==> src/rtl/fft_host_pkg.sv <==
// Shared types and constants for the fft host bridge.
//   state_e      : bridge sequencing states
//   DATA_W_DEF   : default real/imag word width
//   ADDR_W_DEF   : default SRAM address width
//   WEA_ALL      : full-word byte-write enable for the SRAM write port
package fft_host_pkg;
  localparam int          DATA_W_DEF = 32;
  localparam int          ADDR_W_DEF = 16;
  localparam logic [3:0]  WEA_ALL    = 4'hF;

  typedef enum logic [2:0] {
    ST_IDLE,
    ST_LOAD,
    ST_KICK,
    ST_WAIT,
    ST_DRAIN
  } state_e;
endpackage

==> src/rtl/fft_skid_fifo.sv <==
// Two-entry valid/ready FIFO used to absorb SRAM read data during DRAIN.
//   clk, rst_n              : clock, synchronous active-low reset (clears storage)
//   in_valid_i/in_ready_o   : write side handshake, in_data_i payload
//   out_valid_o/out_ready_i : read side handshake, out_data_o head entry
//   count_o                 : number of stored entries (0..2), used for read credit
module fft_skid_fifo #(
  parameter int W = 65
) (
  input  logic         clk,
  input  logic         rst_n,
  input  logic         in_valid_i,
  output logic         in_ready_o,
  input  logic [W-1:0] in_data_i,
  output logic         out_valid_o,
  input  logic         out_ready_i,
  output logic [W-1:0] out_data_o,
  output logic [1:0]   count_o
);
  logic [W-1:0] mem_q [2];
  logic         wptr_q, rptr_q;
  logic [1:0]   count_q, count_d;
  logic         push, pop;

  assign in_ready_o  = (count_q != 2'd2);
  assign out_valid_o = (count_q != 2'd0);
  assign out_data_o  = mem_q[rptr_q];
  assign count_o     = count_q;
  assign push        = in_valid_i & in_ready_o;
  assign pop         = out_valid_o & out_ready_i;

  always_comb begin
    count_d = count_q;
    case ({push, pop})
      2'b10:   count_d = count_q + 2'd1;
      2'b01:   count_d = count_q - 2'd1;
      default: count_d = count_q;
    endcase
  end

  always_ff @(posedge clk) begin
    if (!rst_n) begin
      for (int i = 0; i < 2; i++) mem_q[i] <= '0;
      wptr_q  <= 1'b0;
      rptr_q  <= 1'b0;
      count_q <= 2'd0;
    end else begin
      if (push) begin
        mem_q[wptr_q] <= in_data_i;
        wptr_q        <= ~wptr_q;
      end
      if (pop) rptr_q <= ~rptr_q;
      count_q <= count_d;
    end
  end
endmodule

==> src/rtl/fft_host_bridge.sv <==
// Host-side driver for the fft core's SRAM and start/finish interface.
// Loads N_IN complex samples into the real/imag SRAMs, pulses compute_start,
// waits for compute_finish, then streams N_OUT results back out.
//   run_start/busy/run_done      : run control
//   in_valid/in_ready/in_*       : input sample stream (accepted only in LOAD)
//   out_valid/out_ready/out_*    : result stream, out_last on final beat
//   compute_start/compute_finish : fft handshake
//   bus_grant                    : 1 while this block owns the SRAM ports
//   sram_{real,imag}_*0          : write port; sram_{real,imag}_*1 : read port
module fft_host_bridge
  import fft_host_pkg::*;
#(
  parameter int DATA_W   = DATA_W_DEF,
  parameter int ADDR_W   = ADDR_W_DEF,
  parameter int N_IN     = 240,
  parameter int OUT_BASE = 240,
  parameter int N_OUT    = 240
) (
  input  logic              clk,
  input  logic              rst_n,
  input  logic              run_start,
  output logic              busy,
  output logic              run_done,
  output logic              bus_grant,
  input  logic              in_valid,
  output logic              in_ready,
  input  logic [DATA_W-1:0] in_real,
  input  logic [DATA_W-1:0] in_imag,
  output logic              out_valid,
  input  logic              out_ready,
  output logic [DATA_W-1:0] out_real,
  output logic [DATA_W-1:0] out_imag,
  output logic              out_last,
  output logic              compute_start,
  input  logic              compute_finish,
  output logic [3:0]        sram_real_wea0,
  output logic [ADDR_W-1:0] sram_real_addr0,
  output logic [DATA_W-1:0] sram_real_wdata0,
  output logic [3:0]        sram_real_wea1,
  output logic [ADDR_W-1:0] sram_real_addr1,
  input  logic [DATA_W-1:0] sram_real_rdata1,
  output logic [3:0]        sram_imag_wea0,
  output logic [ADDR_W-1:0] sram_imag_addr0,
  output logic [DATA_W-1:0] sram_imag_wdata0,
  output logic [3:0]        sram_imag_wea1,
  output logic [ADDR_W-1:0] sram_imag_addr1,
  input  logic [DATA_W-1:0] sram_imag_rdata1
);
  localparam int                FW       = 2*DATA_W + 1;
  localparam logic [ADDR_W-1:0] N_IN_M1  = ADDR_W'(N_IN - 1);
  localparam logic [ADDR_W-1:0] N_OUT_A  = ADDR_W'(N_OUT);
  localparam logic [ADDR_W-1:0] N_OUT_M1 = ADDR_W'(N_OUT - 1);
  localparam logic [ADDR_W-1:0] BASE_A   = ADDR_W'(OUT_BASE);

  state_e            state_q, state_d;
  logic [ADDR_W-1:0] wr_cnt_q, wr_cnt_d;
  logic [ADDR_W-1:0] rd_cnt_q, rd_cnt_d;
  logic              inflight_q, inflight_d;      // read issued last cycle, data on rdata1 now
  logic              inflight_last_q, inflight_last_d;
  logic              run_done_q, run_done_d;

  logic              load_hs, rd_issue, pop, last_beat;
  logic [2:0]        credit;
  logic              fifo_in_rdy, fifo_vld;
  logic [1:0]        fifo_cnt;
  logic [FW-1:0]     fifo_wdata, fifo_rdata;

  assign load_hs = (state_q == ST_LOAD) && in_valid;
  assign pop     = fifo_vld && out_ready;

  // Entries buffered plus the read in flight, less the beat leaving this
  // cycle. Counting the departing beat is what lets reads go out every cycle
  // at full rate while still never holding more than two results.
  assign credit   = 3'(fifo_cnt) + 3'(inflight_q) - 3'(pop);
  assign rd_issue = (state_q == ST_DRAIN) && (rd_cnt_q != N_OUT_A) &&
                    (credit < 3'd2) && fifo_in_rdy;
  assign last_beat = pop && fifo_rdata[0];

  assign fifo_wdata = {sram_real_rdata1, sram_imag_rdata1, inflight_last_q};

  fft_skid_fifo #(.W(FW)) u_fifo (
    .clk        (clk),
    .rst_n      (rst_n),
    .in_valid_i (inflight_q),
    .in_ready_o (fifo_in_rdy),
    .in_data_i  (fifo_wdata),
    .out_valid_o(fifo_vld),
    .out_ready_i(out_ready),
    .out_data_o (fifo_rdata),
    .count_o    (fifo_cnt)
  );

  always_comb begin
    state_d         = state_q;
    wr_cnt_d        = wr_cnt_q;
    rd_cnt_d        = rd_cnt_q;
    inflight_d      = rd_issue;
    inflight_last_d = rd_issue && (rd_cnt_q == N_OUT_M1);
    run_done_d      = 1'b0;
    case (state_q)
      ST_IDLE: begin
        wr_cnt_d = '0;
        rd_cnt_d = '0;
        if (run_start) state_d = ST_LOAD;
      end
      ST_LOAD: begin
        if (load_hs) begin
          if (wr_cnt_q == N_IN_M1) begin
            wr_cnt_d = '0;
            state_d  = ST_KICK;
          end else begin
            wr_cnt_d = wr_cnt_q + 1'b1;
          end
        end
      end
      ST_KICK: state_d = ST_WAIT;
      ST_WAIT: if (compute_finish) state_d = ST_DRAIN;
      ST_DRAIN: begin
        if (rd_issue) rd_cnt_d = rd_cnt_q + 1'b1;
        if (last_beat) begin
          state_d    = ST_IDLE;
          run_done_d = 1'b1;
        end
      end
      default: state_d = ST_IDLE;
    endcase
  end

  always_ff @(posedge clk) begin
    if (!rst_n) begin
      state_q         <= ST_IDLE;
      wr_cnt_q        <= '0;
      rd_cnt_q        <= '0;
      inflight_q      <= 1'b0;
      inflight_last_q <= 1'b0;
      run_done_q      <= 1'b0;
    end else begin
      state_q         <= state_d;
      wr_cnt_q        <= wr_cnt_d;
      rd_cnt_q        <= rd_cnt_d;
      inflight_q      <= inflight_d;
      inflight_last_q <= inflight_last_d;
      run_done_q      <= run_done_d;
    end
  end

  assign busy          = (state_q != ST_IDLE);
  assign run_done      = run_done_q;
  assign bus_grant     = (state_q == ST_LOAD) || (state_q == ST_DRAIN);
  assign in_ready      = (state_q == ST_LOAD);
  assign compute_start = (state_q == ST_KICK);

  // Write port is driven only on an accepted sample; otherwise held at zero.
  assign sram_real_wea0   = load_hs ? WEA_ALL : 4'h0;
  assign sram_imag_wea0   = load_hs ? WEA_ALL : 4'h0;
  assign sram_real_addr0  = load_hs ? wr_cnt_q : '0;
  assign sram_imag_addr0  = load_hs ? wr_cnt_q : '0;
  assign sram_real_wdata0 = load_hs ? in_real : '0;
  assign sram_imag_wdata0 = load_hs ? in_imag : '0;

  assign sram_real_wea1  = 4'h0;
  assign sram_imag_wea1  = 4'h0;
  assign sram_real_addr1 = rd_issue ? (BASE_A + rd_cnt_q) : '0;
  assign sram_imag_addr1 = rd_issue ? (BASE_A + rd_cnt_q) : '0;

  // Gate the head entry so stale FIFO contents never show on the outputs.
  assign out_valid = fifo_vld;
  assign out_real  = fifo_vld ? fifo_rdata[FW-1 -: DATA_W] : '0;
  assign out_imag  = fifo_vld ? fifo_rdata[DATA_W -: DATA_W] : '0;
  assign out_last  = fifo_vld && fifo_rdata[0];
endmodule
==> config.mk <==
export PLATFORM = sky130hd
export DESIGN_NAME = fft_host_bridge
export DESIGN_NICKNAME = d
export VERILOG_FILES = /design/src/rtl/fft_host_pkg.sv /design/src/rtl/fft_skid_fifo.sv /design/src/rtl/fft_host_bridge.sv
export SDC_FILE = /design/constraint.sdc
export NUM_CORES = 1
export LEC_CHECK = 0
export CORE_MARGIN = 3
export CORE_UTILIZATION = 40
export CTS_CLUSTER_SIZE = 25
export DETAILED_ROUTE_END_ITERATION = 16
export GPL_TIMING_DRIVEN = 0
export HOLD_SLACK_MARGIN = 0.03
export PLACE_DENSITY_LB_ADDON = 0.15
export REMOVE_ABC_BUFFERS = 1
export SLEW_MARGIN = 20
export SYNTH_ARGS = -nofsm -noshare
export SYNTH_HDL_FRONTEND = slang
export SYNTH_SLANG_ARGS = --single-unit
export TNS_END_PERCENT = 50
==> constraint.sdc <==
create_clock -name clk -period 6.7 [get_ports clk]
set_input_delay 1.34 -clock clk [delete_from_list [all_inputs] [get_ports clk]]
set_output_delay 1.34 -clock clk [all_outputs]
set_load 0.01 [all_outputs]
Word level (Yosys, flattened, before mapping) --
Memory sizes are Yosys's and may differ from the RTL's. A register that Yosys moved wholly into a read port is not among the register bits. Cells that the tools add are included.
Operators by class: shift-type cells 0, $add $sub $neg 7, magnitude comparators 1, mux-type cells 29, equal/unequal tests 16, bitwise operators 4, divide/modulo/power cells 0, reduce and logical (&&, ||, !) cells 20, multipliers 0
Operators with widths (count):
- 32-bit 2-to-1 mux | 4
- 16-bit 2-to-1 mux | 5
- 65-bit 2-to-1 mux | 1
- 65-bit OR reduction | 1
- 16-bit one-hot mux with 2 select lines | 2
- 16-bit by 1-bit adder with 16-bit output (second input constant) | 2
- 16-bit by 8-bit equality test with 1-bit output (second input constant) | 2
- 8-bit by 16-bit adder with 16-bit output (first input constant) | 1
- 16-bit by 8-bit != test with 1-bit output (second input constant) | 1
- 3-bit 2-to-1 mux | 5
- 3-bit one-hot mux with 5 select lines | 1
- 2-bit != test (second input constant) | 5
- 1-bit 2-to-1 mux | 9
- 1-bit logical AND | 8
- 2-bit nonzero test | 4
- 3-bit by 2-bit equality test with 1-bit output (second input constant) | 2
- 2-bit AND reduction | 3
- 5-bit AND reduction | 1
- 4-bit 2-to-1 mux | 1
- 2-bit by 1-bit != test with 1-bit output (second input constant) | 2
- 2-bit one-hot mux with 2 select lines | 1
- 2-bit by 1-bit adder with 3-bit output | 1
- 3-bit by 1-bit equality test with 1-bit output (second input constant) | 1
- 3-bit equality test (second input constant) | 1
- 11 further kinds | 13
Word-level totals: bits in writable memories 130, input port bits 134, logic and storage cells 87, register bits 42, latch bits 0, memories kept 1, ROM bits 0, output and inout port bits 215
Memories:
- u_fifo.mem_q | words 2, width 65, rd ports 1, clocked after Yosys merged registers in 1, write ports 2, line fft_skid_fifo.sv:19 | logic [W-1:0] mem_q [2];

Longest topological paths before layout --
word-level depth 8, gate-level depth with buffers 13, mapped depth without buffers 11

Modules after synthesis --
From an unflattened synthesis, not the netlist that was laid out.
Unflattened totals: cells, all modules 1007, area, all modules 9794.4 um^2
By module, submodules not included:
- fft_skid_fifo | sequential area each 4003.8 um^2, times used 1, area each 5804.3 um^2, cells an instance 444
- fft_host_bridge | sequential area each 760.7 um^2, times used 1, area each 3990.1 um^2, cells an instance 563

Worst setup path before layout --
No wires, ideal clock.
path kind input port to flip-flop, start input rst_n, end memory u_fifo.mem_q[1][0] (enable), required time 6.122 ns, path slack 0.145 ns, cell stages on the path 2, path buffers 0, setup time 0.578 ns, data arrival time 5.977 ns, cells stage by stage nand2_1 -> o21ai_0
RTL lines:
- from (decl) | line fft_host_bridge.sv:20 | input logic rst_n,
- to (decl) | line fft_skid_fifo.sv:19

Worst setup path in the final report --
start input out_ready, end output sram_imag_addr1[4]
Between the ends: word-level cells in the longest chain between the ends 6
RTL lines:
- from (decl) | line fft_host_bridge.sv:30 | input logic out_ready,
- 1-bit logical AND | line fft_host_bridge.sv:69 | assign pop = fifo_vld && out_ready;
- named net pop | line fft_host_bridge.sv:62 | logic load_hs, rd_issue, pop, last_beat;
- 3-bit by 1-bit subtractor with 3-bit output | line fft_host_bridge.sv:74 | assign credit = 3'(fifo_cnt) + 3'(inflight_q) - 3'(pop);
- 3-bit by 2-bit < comparator with 1-bit output | line fft_host_bridge.sv:76 | (credit < 3'd2) && fifo_in_rdy;
- 1-bit logical AND | line fft_host_bridge.sv:75 | assign rd_issue = (state_q == ST_DRAIN) && (rd_cnt_q != N_OUT_A) &&
- 1-bit logical AND | line fft_host_bridge.sv:76
- 16-bit 2-to-1 mux | line fft_host_bridge.sv:164 | assign sram_imag_addr1 = rd_issue ? (BASE_A + rd_cnt_q) : '0;
- to (decl) | line fft_host_bridge.sv:46 | output logic [ADDR_W-1:0] sram_imag_addr1,
The timed path passes the listed nets, and every way through them passes these cells.

==> impl_metrics.env <==
export IMPL_hp_start="wr_cnt_q[1]"
export IMPL_holdPathEnd="wr_cnt_q[1]"
export IMPL_endpoint_kind="output port"
export IMPL_ant_nets=0
export IMPL_min_path_cells=2
export IMPL_cts_root_buf="clkbuf_16"
export IMPL_rows=54
export IMPL_num_vias=6874
export IMPL_synthMuxAreaShare_pct=7.350
export IMPL_grt_overflow_total=0
export IMPL_die_area_mm2=0.02466
export IMPL_final_common_cell="clkdlybuf4s50_1"
export IMPL_peakVddDrop_uv=129.8
export IMPL_antenna_found_initial=2
export IMPL_htree_levels=4
export IMPL_r2r_cells=11
export IMPL_synthAdderAreaFrac_pct=1.316
export IMPL_fin_nets=1296
export IMPL_finalHoldViolCount=0
export IMPL_r2r_slack_ps=3000
export IMPL_dr_pass1_iters=4
export IMPL_synth_async_reset_ratio_pct=0
export IMPL_fin_crit_sh_pct=87.65
export IMPL_finish_utilization_pct=60.35
export IMPL_setup_viol=0
export IMPL_gp_congestion=0.8288
export IMPL_grt_pass1_vias=6803
export IMPL_grt_pass1_wl_mm=37.36
export IMPL_cts_num_sinks=173
export IMPL_synthDistinctLibCells=50
export IMPL_fmax_mhz=170.3
export IMPL_ys_seq_area_share_pct=52.21
export IMPL_crit_required_ps=5360
export IMPL_detail_route_wl_per_cell_um=16.70
export IMPL_ys_flop_type="edfxtp_1"
export IMPL_worstMarginPinSlew_ps=876.5
export IMPL_min_period_ps=5873
export IMPL_post_cts_buffers=0
export IMPL_cts_max_path_buffers=2
export IMPL_critPathLaunchType="primary input"
export IMPL_synthSimpleGateAreaFrac_pct=26.52
export IMPL_start_util_pct=41.30
export IMPL_register_area_mm2=0.004768
export IMPL_die_w_um=157.0
export IMPL_status="completed"
export IMPL_multiInputGateArea_mm2=0.003804
export IMPL_drive_above_1_share_pct=5.494
export IMPL_port_buffers=340
export IMPL_synth_edf_count=130
export IMPL_crit_arrival_ps=4530
export IMPL_wl_mm=24.13
export IMPL_cts_resized=0
export IMPL_synth_warnings=0
export IMPL_p_leak_nw=4.664
export IMPL_nFillCells=1856
export IMPL_drc=0
export IMPL_cap_violations=0
export IMPL_syn_inst=867
export IMPL_worstSetupPathType="in2out"
export IMPL_clock_skew_final_ps=8.475
export IMPL_pin_count=349
export IMPL_synth_area_per_cell_um2=10.52
export IMPL_place_hpwl_mm=17.47
export IMPL_synthXorXnorAreaFrac_pct=2.879
export IMPL_rsz0062_at_grt="false"
export IMPL_clk_pin_slew_worst_paths_ps=60
export IMPL_via_per_inst=4.757
export IMPL_core_area_mm2=0.02209
export IMPL_cts_made_buffers=17
export IMPL_reg2reg_to="rd_cnt_q[5]"
export IMPL_totalPowerFinal_mw=2.475
export IMPL_final_cell_mix="clkdlybuf4s50_1, and2_1, edfxtp_1, nor2_1, mux2i_1"
export IMPL_postCtsHoldBufs=0
export IMPL_synth_top_family_by_area="simple AND/OR/NAND/NOR gates"
export IMPL_path_max_fanout=17
export IMPL_r2r_start="u_fifo.count_o[1]"
export IMPL_synth_area_mm2=0.009125
export IMPL_power_density_mw_per_mm2=185.7
export IMPL_min_path_type="reg2reg"
export IMPL_grt_use_total_pct=19.38
export IMPL_synth_compound_area_share_pct=2.811
export IMPL_die_h_um=157.0
export IMPL_antenna_cells=0
export IMPL_synth_seq_cells=173
export IMPL_grt_max_degree=53
export IMPL_max_slew_margin_pct=41.44
export IMPL_drt_initial_drc_count=298
export IMPL_cts_tree="done"
export IMPL_worstSkewPairLatency_ps=420
export IMPL_area_growth_pct=46.11
export IMPL_placed_area_mm2=0.01273
export IMPL_final_area_mm2=0.01333
export IMPL_slew_violations=0
==> metrics by stage <==
step           hold slack, ps  setup TNS [ps]  setup WS [ps]  instances
2_1_floorplan           475.0               0          145.1        777
3_3_place_gp            502.4         -576650          -4035       1397
3_5_place_dp            512.4               0          829.4       1414
4_1_cts                 522.6               0          801.6       1445
5_1_grt                 560.5               0          553.3       1445
6_report                511.2               0          827.1       1445
==> cell families (layout without fill, tap and decap cells) <==
logic type                 after synthesis  in the layout
adders and majority gates                9              9
xor gates and xnor gates                30             30
other                                    1              8
muxes                                   67             67
AOI/OAI and AO/OA                       39             39
buffers and inverters                  110            401
DFF                                    173            173
and+or+nand+nor                        438            438
==> where the power goes <==
group | switching, mW | internal, mW
Combinational | 0.110 | 0.157
Sequential | 0.0113 | 1.18
Clock | 0.428 | 0.593
Total | 0.550 | 1.93
==> routing by layer <==
metal,part of all wire [%],GRT usage (%)
met4,0.83,3.884
met5,0.15,0
met2,49,31.64
met3,6.1,4.454
met1,44,26.67
==> cell usage after synthesis, drive strengths merged (10+ instances only) <==
library cell  instances  share of area [%]
mux2i                67                7.3
buf                  63                4.9
nand3                17               0.93
nor3                 10               0.55
edfxtp              130                 43
inv                  13               0.53
nor2                110                4.5
nand2                29                1.3
o21ai                16               0.92
clkbuf               34                1.4
dfxtp                43                9.4
and2                219                 15
xnor2                21                2.0
==> critical path, stage by stage <==
cell	delay (ps)
clkdlybuf4s50_1	450
and2_1	240
ha_1	260
nand2b_1	150
fa_1	480
and4bb_1	210
o21a_1	360
nand2_4	210
nor2_1	240
clkdlybuf4s50_1	580
==> final cells by class <==
class,instances,share of cell area (%)
Multi-Input combinational cell,591,28.53
Clock buffer,17,3.191
Sequential cell,173,35.76
Tap cell,280,2.628
Inverter,13,0.3660
Clock inverter,14,1.361
Timing Repair Buffer,357,28.16
==> how the worst max path moves through the flow <==
stage | start | depth (start not counted) | slack, ps | to
5_1_grt | out_ready | 10 | 550 | sram_imag_addr1[13]
4_1_cts | out_ready | 10 | 800 | sram_imag_addr1[13]
2_1_floorplan | rst_n | 2 | 150 | u_fifo.mem_q[1][0]
6_report | out_ready | 10 | 830 | sram_imag_addr1[4]
3_5_place_dp | out_ready | 10 | 830 | sram_imag_addr1[13]
3_3_place_gp | rst_n | 3 | -4030 | u_fifo.mem_q[1][42]
==> sequential cells by signal (all words and copies together), names as in the netlist, named ones only <==
| name | cells |
|---|---|
| inflight_last_q | 1 |
| u_fifo.mem_q | 130 |
| inflight_q | 1 |
| u_fifo.wptr_q | 1 |
| u_fifo.count_o | 2 |
| wr_cnt_q | 16 |
| rd_cnt_q | 16 |
| u_fifo.rptr_q | 1 |
| run_done | 1 |
| state_q | 3 |
(Power assumes the default switching activity.)
